--- src/rtl/eth_sw_pkg.sv ---
// Shared types and default sizing for the multi-port packet switch.
package eth_sw_pkg;

   localparam int unsigned DefNumPorts  = 4;
   localparam int unsigned DefDataW     = 64;
   localparam int unsigned DefFifoDepth = 16;

   typedef enum logic {
      StIdle,
      StXfer
   } arb_state_e;

endpackage

--- src/rtl/eth_pkt_fifo.sv ---
// Per-port store-and-forward packet buffer with rewind on drop and a complete-packet count.
module eth_pkt_fifo
   import eth_sw_pkg::*;
#(
   parameter int unsigned DATA_W     = DefDataW,
   parameter int unsigned FIFO_DEPTH = DefFifoDepth
) (
   input  logic              clk,
   input  logic              resetN,
   input  logic              wr_vld,
   input  logic              wr_sop,
   input  logic              wr_eop,
   input  logic [DATA_W-1:0] wr_data,
   input  logic              rd_en,
   output logic [DATA_W-1:0] rd_data,
   output logic              rd_sop,
   output logic              rd_eop,
   output logic              pkt_avail,
   output logic              drop
);

   localparam int unsigned AW = $clog2(FIFO_DEPTH);
   localparam logic [AW:0] PtrOne = 1;

   logic [DATA_W+1:0] mem [FIFO_DEPTH];

   logic [AW:0] wr_ptr_q, rd_ptr_q, start_ptr_q;
   logic [AW:0] cnt_q;
   logic        in_pkt_q, drop_q;

   logic        accept, restart, wr_full, do_write, do_drop, cnt_inc, cnt_dec;
   logic [AW:0] wr_base, used;

   always_comb begin
      accept   = wr_vld & (wr_sop | in_pkt_q);
      restart  = wr_vld & wr_sop & in_pkt_q;
      // A restarting packet overwrites the aborted one, so fullness is measured from its start.
      wr_base  = restart ? start_ptr_q : wr_ptr_q;
      used     = wr_base - rd_ptr_q;
      wr_full  = used[AW];
      do_write = accept & ~wr_full;
      do_drop  = restart | (accept & wr_full);
      cnt_inc  = do_write & wr_eop;
      cnt_dec  = rd_en & rd_eop;
   end

   always_ff @(posedge clk or negedge resetN) begin
      if (!resetN) begin
         wr_ptr_q    <= '0;
         rd_ptr_q    <= '0;
         start_ptr_q <= '0;
         cnt_q       <= '0;
         in_pkt_q    <= 1'b0;
         drop_q      <= 1'b0;
      end else begin
         drop_q <= do_drop;
         if (do_write) begin
            wr_ptr_q <= wr_base + PtrOne;
            if (wr_sop) begin
               start_ptr_q <= wr_base;
            end
            in_pkt_q <= ~wr_eop;
         end else if (accept) begin
            // Overflow: forget the partial packet; its remaining beats lack sop and fall away.
            if (in_pkt_q) begin
               wr_ptr_q <= start_ptr_q;
            end
            in_pkt_q <= 1'b0;
         end
         if (rd_en) begin
            rd_ptr_q <= rd_ptr_q + PtrOne;
         end
         if (cnt_inc && !cnt_dec) begin
            cnt_q <= cnt_q + PtrOne;
         end else if (cnt_dec && !cnt_inc) begin
            cnt_q <= cnt_q - PtrOne;
         end
      end
   end

   always_ff @(posedge clk) begin
      if (do_write) begin
         mem[wr_base[AW-1:0]] <= {wr_sop, wr_eop, wr_data};
      end
   end

   assign {rd_sop, rd_eop, rd_data} = mem[rd_ptr_q[AW-1:0]];
   assign pkt_avail = (cnt_q != '0);
   assign drop      = drop_q;

endmodule

--- src/rtl/eth_sw_mp.sv ---
// Multi-port packet switch: per-port packet FIFOs merged onto one output by a round-robin arbiter.
module eth_sw_mp
   import eth_sw_pkg::*;
#(
   parameter int unsigned NUM_PORTS  = DefNumPorts,
   parameter int unsigned DATA_W     = DefDataW,
   parameter int unsigned FIFO_DEPTH = DefFifoDepth
) (
   input  logic                        clk,
   input  logic                        resetN,
   input  logic [NUM_PORTS*DATA_W-1:0] inData,
   input  logic [NUM_PORTS-1:0]        inSop,
   input  logic [NUM_PORTS-1:0]        inEop,
   input  logic [NUM_PORTS-1:0]        inVld,
   output logic [DATA_W-1:0]           outData,
   output logic                        outSop,
   output logic                        outEop,
   output logic                        outvld,
   input  logic                        outRdy,
   output logic [NUM_PORTS-1:0]        pktDrop
);

   localparam int unsigned GW = $clog2(NUM_PORTS);

   arb_state_e state_q, state_d;
   logic [GW-1:0] grant_q, grant_d, last_q, last_d, pick, sel, cand;
   logic          pick_vld, rd, out_ld;
   int unsigned   idx;

   logic [NUM_PORTS-1:0] avail, rd_en, f_sop, f_eop;
   logic [DATA_W-1:0]    f_data [NUM_PORTS];

   logic [DATA_W-1:0] out_data_q;
   logic              out_sop_q, out_eop_q, out_vld_q;

   for (genvar p = 0; p < NUM_PORTS; p++) begin : g_port
      eth_pkt_fifo #(
         .DATA_W    (DATA_W),
         .FIFO_DEPTH(FIFO_DEPTH)
      ) u_fifo (
         .clk      (clk),
         .resetN   (resetN),
         .wr_vld   (inVld[p]),
         .wr_sop   (inSop[p]),
         .wr_eop   (inEop[p]),
         .wr_data  (inData[p*DATA_W +: DATA_W]),
         .rd_en    (rd_en[p]),
         .rd_data  (f_data[p]),
         .rd_sop   (f_sop[p]),
         .rd_eop   (f_eop[p]),
         .pkt_avail(avail[p]),
         .drop     (pktDrop[p])
      );
   end

   // Descending scan so the port closest after last_q wins.
   always_comb begin
      pick     = last_q;
      pick_vld = 1'b0;
      idx      = 0;
      cand     = '0;
      for (int unsigned i = NUM_PORTS; i >= 1; i--) begin
         idx  = (32'(last_q) + i) % NUM_PORTS;
         cand = GW'(idx);
         if (avail[cand]) begin
            pick     = cand;
            pick_vld = 1'b1;
         end
      end
   end

   always_comb begin
      state_d = state_q;
      grant_d = grant_q;
      last_d  = last_q;
      sel     = grant_q;
      rd      = 1'b0;
      out_ld  = ~out_vld_q | outRdy;
      case (state_q)
         StIdle: begin
            if (pick_vld && out_ld) begin
               sel     = pick;
               rd      = 1'b1;
               grant_d = pick;
               last_d  = pick;
               state_d = StXfer;
            end
         end
         StXfer: begin
            // Once the eop beat sits in the output register, stop reading until it leaves.
            if (out_vld_q && out_eop_q) begin
               if (outRdy) begin
                  state_d = StIdle;
               end
            end else if (out_ld) begin
               rd = 1'b1;
            end
         end
         default: state_d = StIdle;
      endcase
   end

   always_comb begin
      rd_en = '0;
      for (int unsigned i = 0; i < NUM_PORTS; i++) begin
         rd_en[i] = rd && (sel == GW'(i));
      end
   end

   always_ff @(posedge clk or negedge resetN) begin
      if (!resetN) begin
         state_q <= StIdle;
         grant_q <= '0;
         last_q  <= GW'(NUM_PORTS - 1);
      end else begin
         state_q <= state_d;
         grant_q <= grant_d;
         last_q  <= last_d;
      end
   end

   always_ff @(posedge clk or negedge resetN) begin
      if (!resetN) begin
         out_data_q <= '0;
         out_sop_q  <= 1'b0;
         out_eop_q  <= 1'b0;
         out_vld_q  <= 1'b0;
      end else if (out_ld) begin
         out_vld_q <= rd;
         out_sop_q <= rd & f_sop[sel];
         out_eop_q <= rd & f_eop[sel];
         if (rd) begin
            out_data_q <= f_data[sel];
         end
      end
   end

   assign outData = out_data_q;
   assign outSop  = out_sop_q;
   assign outEop  = out_eop_q;
   assign outvld  = out_vld_q;

endmodule

--- config.mk ---
export PLATFORM = sky130hd
export DESIGN_NAME = eth_sw_mp
export DESIGN_NICKNAME = d
export VERILOG_FILES = /design/src/rtl/eth_sw_pkg.sv /design/src/rtl/eth_pkt_fifo.sv /design/src/rtl/eth_sw_mp.sv
export SDC_FILE = /design/constraint.sdc
export NUM_CORES = 2
export LEC_CHECK = 0
export CAP_MARGIN = 10
export CORE_ASPECT_RATIO = 1.75
export CORE_MARGIN = 2
export CORE_UTILIZATION = 35
export CTS_BUF_LIST = sky130_fd_sc_hd__clkbuf_8
export CTS_CLUSTER_DIAMETER = 30
export DETAILED_ROUTE_END_ITERATION = 16
export SLEW_MARGIN = 20
export SYNTH_ARGS = -nofsm -noshare
export SYNTH_HDL_FRONTEND = slang
export SYNTH_MEMORY_MAX_BITS = 65536
export SYNTH_SLANG_ARGS = --single-unit
--- constraint.sdc ---
create_clock -name clk -period 17.4 [get_ports clk]
set_input_delay 4.35 -clock clk [delete_from_list [all_inputs] [get_ports clk]]
set_output_delay 4.35 -clock clk [all_outputs]
set_load 0.05 [all_outputs]
After elaboration in Yosys (flattened, before gate mapping)
Memories as Yosys holds them, arrays and structs flattened.
Index checks and enable logic that the tools add are counted.

storage, ports and cells
  register bits = 160
  memory bits (writable) = 4224
  output and inout bits = 71
  word-level logic and storage cells = 239
  memories = 4

memory list
  name                  depth  width  read ports  clocked after Yosys merged registers in  write ports  RTL line            source
  g_port[0].u_fifo.mem  16     66     1           0                                        1            eth_pkt_fifo.sv:25  logic [DATA_W+1:0] mem [FIFO_DEPTH];
  g_port[1].u_fifo.mem  16     66     1           0                                        1            eth_pkt_fifo.sv:25
  g_port[2].u_fifo.mem  16     66     1           0                                        1            eth_pkt_fifo.sv:25
  g_port[3].u_fifo.mem  16     66     1           0                                        1            eth_pkt_fifo.sv:25

operators by class
  $add $sub $neg = 24
  $lt $le $gt $ge = 6
  eq/ne operators = 3
  muxes and demuxes = 72
  bitwise gates (word level) = 50
  reductions and logical operators = 49

operators by type and width
  kind                 number
  $bmux 64 s2          1
  $mux 64              2
  $mux 5               24
  $add 5x1->5 const B  12
  $mux 1               31
  $and 1x1->1          30
  $reduce_bool 2->1    12
  $reduce_and 2->1     10
  $reduce_bool 5->1    4
  $sub 5x1->5 const B  4
  $sub 5x5->5          4
  $lt 2x3->1 const B   5
  $logic_and 1x1->1    14
  $bmux 1 s2           6
  $mux 2               6
  $not 1->1            10
  $or 1x1->1           9
  $logic_not 1->1      8
  $add 2x1->2 const B  2
  $add 2x2->2 const B  2
  $eq 2x2->1 const B   2
  $pmux 1 s2           2
  $ge 3x3->1 const B   1
  $not 2->3            1
  other kinds (2)      2

Longest topological paths before layout
  word-level depth = 16
  depth in mapped cells = 21
  gate-level depth less buffers = 18

Hierarchy
From an unflattened synthesis, not the netlist that was laid out.

unflattened totals
  cell total of the unflattened synthesis = 7012
  area, all modules = 168848.2 µm²

modules (own cells, without submodules)
  module                                times used  cells an instance  area each (µm²)
  eth_pkt_fifo at g_port[2].u_fifo ...  2           1649               41119.4
  eth_pkt_fifo at g_port[1].u_fifo      1           1649               41118.2
  eth_pkt_fifo at g_port[0].u_fifo      1           1651               41098.2
  eth_sw_mp                             1           414                4393.0

Worst setup path after synthesis
Ideal clock, no wire load.

  path kind = input -> register
  start point = input inSop[0]
  end point = memory g_port[0].u_fifo.mem[3][0] in the netlist's numbering (enable)
  arrival time = 13.245 ns
  path slack = 3.502 ns
  stages = 13
  path buffers = 3
  path through = clkbuf_1 > nand3_1 > clkbuf_1 > mux2i_1 > inv_1 > ha_1 > a21o_1 > a21oi_1 > o21ai_0 > xor2_1 > nand2_1 > clkbuf_1 > nor4_1

on the way
  longest elaborated chain between the ends = 8
  elaborated cells on any way between the ends = 10
  classes of those cells = add/sub (1); mux (3); bitwise (6)

RTL lines
  what                                   RTL line            source
  start: declaration                     eth_sw_mp.sv:12     input logic [NUM_PORTS-1:0] inSop,
  $and 1x1->1 * (2 in a row)             eth_pkt_fifo.sv:36  restart = wr_vld & wr_sop & in_pkt_q;
  $mux 5 *                               eth_pkt_fifo.sv:38  wr_base = restart ? start_ptr_q : wr_ptr_q;
  named net g_port[0].u_fifo.wr_base[2]  eth_pkt_fifo.sv:32  logic [AW:0] wr_base, used;
  $sub 5x5->5                            eth_pkt_fifo.sv:39  used = wr_base - rd_ptr_q;
  $not 1->1                              eth_pkt_fifo.sv:41  do_write = accept & ~wr_full;
  $and 1x1->1                            eth_pkt_fifo.sv:41
  $mux 1                                 eth_pkt_fifo.sv:82  if (do_write) begin
  $mux 1 (not written as such)           eth_pkt_fifo.sv:83  mem[wr_base[AW-1:0]] <= {wr_sop, wr_eop, wr_data};
  end: declaration                       eth_pkt_fifo.sv:25

Mark *: on every way through the listed nets, which the timed path passes. The rest lies on a longest branch.

Worst setup path after layout
  start point = input inSop[1]
  end point = memory g_port[1].u_fifo.mem[8][41] in the netlist's numbering (enable)

on the way
  longest elaborated chain between the ends = 8
  elaborated cells on any way between the ends = 10
  classes of those cells = add/sub (1); mux (3); bitwise (6)

RTL lines
  what                                   RTL line
  $and 1x1->1 * (2 in a row)             eth_pkt_fifo.sv:36
  $mux 5 *                               eth_pkt_fifo.sv:38
  named net g_port[1].u_fifo.wr_base[2]  eth_pkt_fifo.sv:32
  $sub 5x5->5                            eth_pkt_fifo.sv:39
  $not 1->1                              eth_pkt_fifo.sv:41
  $and 1x1->1                            eth_pkt_fifo.sv:41
  $mux 1                                 eth_pkt_fifo.sv:82
  $mux 1 (not written as such)           eth_pkt_fifo.sv:83
  end: declaration                       eth_pkt_fifo.sv:25

Marks and branches as above.

==> results.toml <==
[final_layout]
layout.nets = 8457
layout_commonest_cell = "edfxtp_1"
drive_above_1_share_pct = 26.6
nFillCells = 42400
fin_cells = 15200
syn2layout_area_growth_pct = 14.0
layout_common_cells = "4,224 x edfxtp_1, 1,184 x mux4_2, 654 x clkbuf_8, 340 x clkdlybuf4s50_1, 221 x inv_1"

[place]
port_buffers = 341
placed_cells = 14000
place.gp.congestion = 0.855
pre_cts_ws_ns = 6.31
dpl.hpwl_mm = 281

[floorplan]
io_pins = 342
num_rows = 338
die_h_um = 925
dieArea_sq_um = 490000
start_util_pct = 35.1
die_w_um = 530
coreArea_sq_um = 483000

[yosys]
synth.distinct_cells = 75
synth_warnings = 0
yosys_most_used_dff = "edfxtp_1"
synth_edf_count = 4224
syn_avg_cell_area_sq_um = 22.8
synthArstFlopShare_pct = 3.65
synth_cells = 7436
ys_seq_area_share_pct = 77.2
ys_ff_latch = 4384
syn-cell-area_sq_um = 170000
syn_nets = 7761

[timing]
setup_tns_ns = 0
skew_ns = 0.101
finalCriticalPeriod_ns = 10.11
hold_ws_ns = 0.483
worst_pin_slew_ns = 1.15
rsz0062_at_grt = "false"
slew_headroom_pct = 22.7
setup_violations = 0
setup_ws_ns = 7.29
max_freq_ghz = 0.0989
maxSlewViolCount = 0
hold_viol_final = 0
fin_crit_sh_pct = 58.1

[clock_network]
worstSkewPairLatency_ns = 1.14
cts_resized = 0
cts_buffers = 636
cts.sinks = 4384
post_cts_buffers = 0
clk_pin_slew_worst_paths_ns = 0.06
tritoncts = "yes"
clock_tree.root_cell = "clkbuf_8"
cts_buffer_depth = 4
htreeDepth = 6
holdBufCountCts = 0

[global_route]
grt_first_pass_wirelength_mm = 647
grt_max_degree = 133
grt_overflow_total = 0
antenna_found_initial = 159
grt_pass1_vias = 84600
globalRouteTotalUtil_pct = 18.6

[detailed_routing]
drt_iter0_markers = 8048
drc_errors = 0
routed_wl_mm = 463
post_drt_wl_per_cell_um = 30.6
ant_nets = 0
num_vias = 81300
drtPass1Iterations = 6
viasPerCell = 5.36

[outcome]
status = "finished, final reports clean"

[worst_setup_path]
cp_max_fo = 34
r2r_cells = 11
worstPathRequired_ns = 18.13
cp-start-kind = "primary input"
path_class = "primary input to flop"
crit_arrival_ns = 10.84
cp-end-kind = "flop"

[power]
ir_worst_vdd_v = 0.000167
powerDensity_nw_per_um2 = 162
p_leak_nw = 60.7

[hold_path]
holdPathStages = 1
hp-class = "flop to flop"

[job]
cap_viol_max_count = 0
==> report_power, final <==
group | switching [W] | internal, W | total [W]
sequential | 0.000611 | 0.0124 | 0.0130
combinational | 0.00611 | 0.00411 | 0.0102
clock | 0.00397 | 0.00411 | 0.00808
==> layer usage <==
| layer | GRT usage, % | share of wire (%) | vias to the layer above |
|---|---|---|---|
| met5 | 0 | 0.17 | - |
| met4 | 8.08 | 4.3 | 116 |
| met3 | 4.50 | 7.2 | 906 |
| met2 | 32.5 | 52 | 3025 |
| met1 | 21.5 | 36 | 43900 |
| li1 | - | - | 33300 |
==> registers in the layout, summed over array words and instances, names as in the netlist <==
name                       flops
g_port.u_fifo.mem           4224
outData                       64
g_port.u_fifo.cnt_q           20
g_port.u_fifo.rd_ptr_q        20
g_port.u_fifo.start_ptr_q     20
g_port.u_fifo.wr_ptr_q        20
g_port.u_fifo.drop             4
g_port.u_fifo.in_pkt_q         4
grant_q                        2
last_q                         2
outEop                         1
outSop                         1
outvld                         1
state_q                        1
==> cell families (layout without fill, tap and decap cells) <==
kind of cell    after synthesis  count (layout)  synth area share, %
flops                      4384            4384                 77.2
mux                        1418            1418                 17.1
compound gates              564             564                 2.40
simple gates                493             493                 1.51
buf+inv                     474            1647                 1.13
fa+ha+maj                    55              55                0.422
xor+xnor                     48              48                0.248
other cells                   0              84                    0
==> synthesized netlist by cell type (all sizes together) (10+ instances only) <==
cell,number,area share (%)
xor2,14,0.072
or3,42,0.15
xnor2,34,0.18
dfrtp,158,2.3
buf,140,0.39
nor3,23,0.068
and2,48,0.18
mux4,1184,16
o22ai,10,0.037
mux2i,219,1.3
clkbuf,277,0.61
nor2,74,0.16
mux2,15,0.10
inv,55,0.12
o21ai,75,0.22
a21oi,86,0.25
a21o,13,0.058
a221oi,85,0.44
o31ai,49,0.24
edfxtp,4224,75
nand4,10,0.037
and3,91,0.34
nand3,34,0.10
a31oi,12,0.044
o211ai,48,0.21
a211oi,95,0.45
a22oi,43,0.19
nand2,133,0.30
ha,50,0.37
==> stage by stage <==
stage          cell area, sq um  util (%)  power (W)
6_report                 193000      40.0     0.0313
5_1_grt                  193000      40.0     0.0324
4_1_cts                  193000      39.9     0.0316
3_5_place_dp             181000      37.4     0.0236
3_3_place_gp             181000      37.4     0.0234
2_1_floorplan            170000         -     0.0194
==> layout make-up <==
| type | instances | area (sq um) | share of cell area [%] |
|---|---|---|---|
| clock buffer | 654 | 9000 | 4.66 |
| sequential | 4384 | 131000 | 67.7 |
| antenna | 84 | 210 | 0.109 |
| tap | 6460 | 8080 | 4.18 |
| inverter | 57 | 229 | 0.118 |
| multi-input combinational | 2578 | 37100 | 19.2 |
| timing repair buffer | 475 | 4510 | 2.33 |
| clock inverter | 461 | 3210 | 1.66 |
==> worst max-delay path: stages <==
cell             delay (ns)
clkdlybuf4s50_1        1.07
and3_1                 0.43
mux2i_1                0.90
inv_1                  0.26
ha_1                   0.39
a211o_1                0.26
a31o_2                 0.22
a22oi_1                0.28
nor2b_1                0.82
buf_4                  0.34
and4_4                 0.73
buf_4                  0.65
==> path summary, 6_finish.rpt <==
path,startpoint,end,slack (ns)
max in group asynchronous,resetN,g_port[3].u_fifo.rd_ptr_q[0],12.72
min in group asynchronous,resetN,outData[54],3.16
max,inSop[1],g_port[1].u_fifo.mem[8][41],7.29
min,g_port[0].u_fifo.cnt_q[4],g_port[0].u_fifo.cnt_q[4],0.48
max reg2reg,g_port[1].u_fifo.in_pkt_q,g_port[1].u_fifo.mem[8][41],11.17
min reg2reg,g_port[0].u_fifo.cnt_q[4],g_port[0].u_fifo.cnt_q[4],0.48
Power figures use the tool's default switching activity.
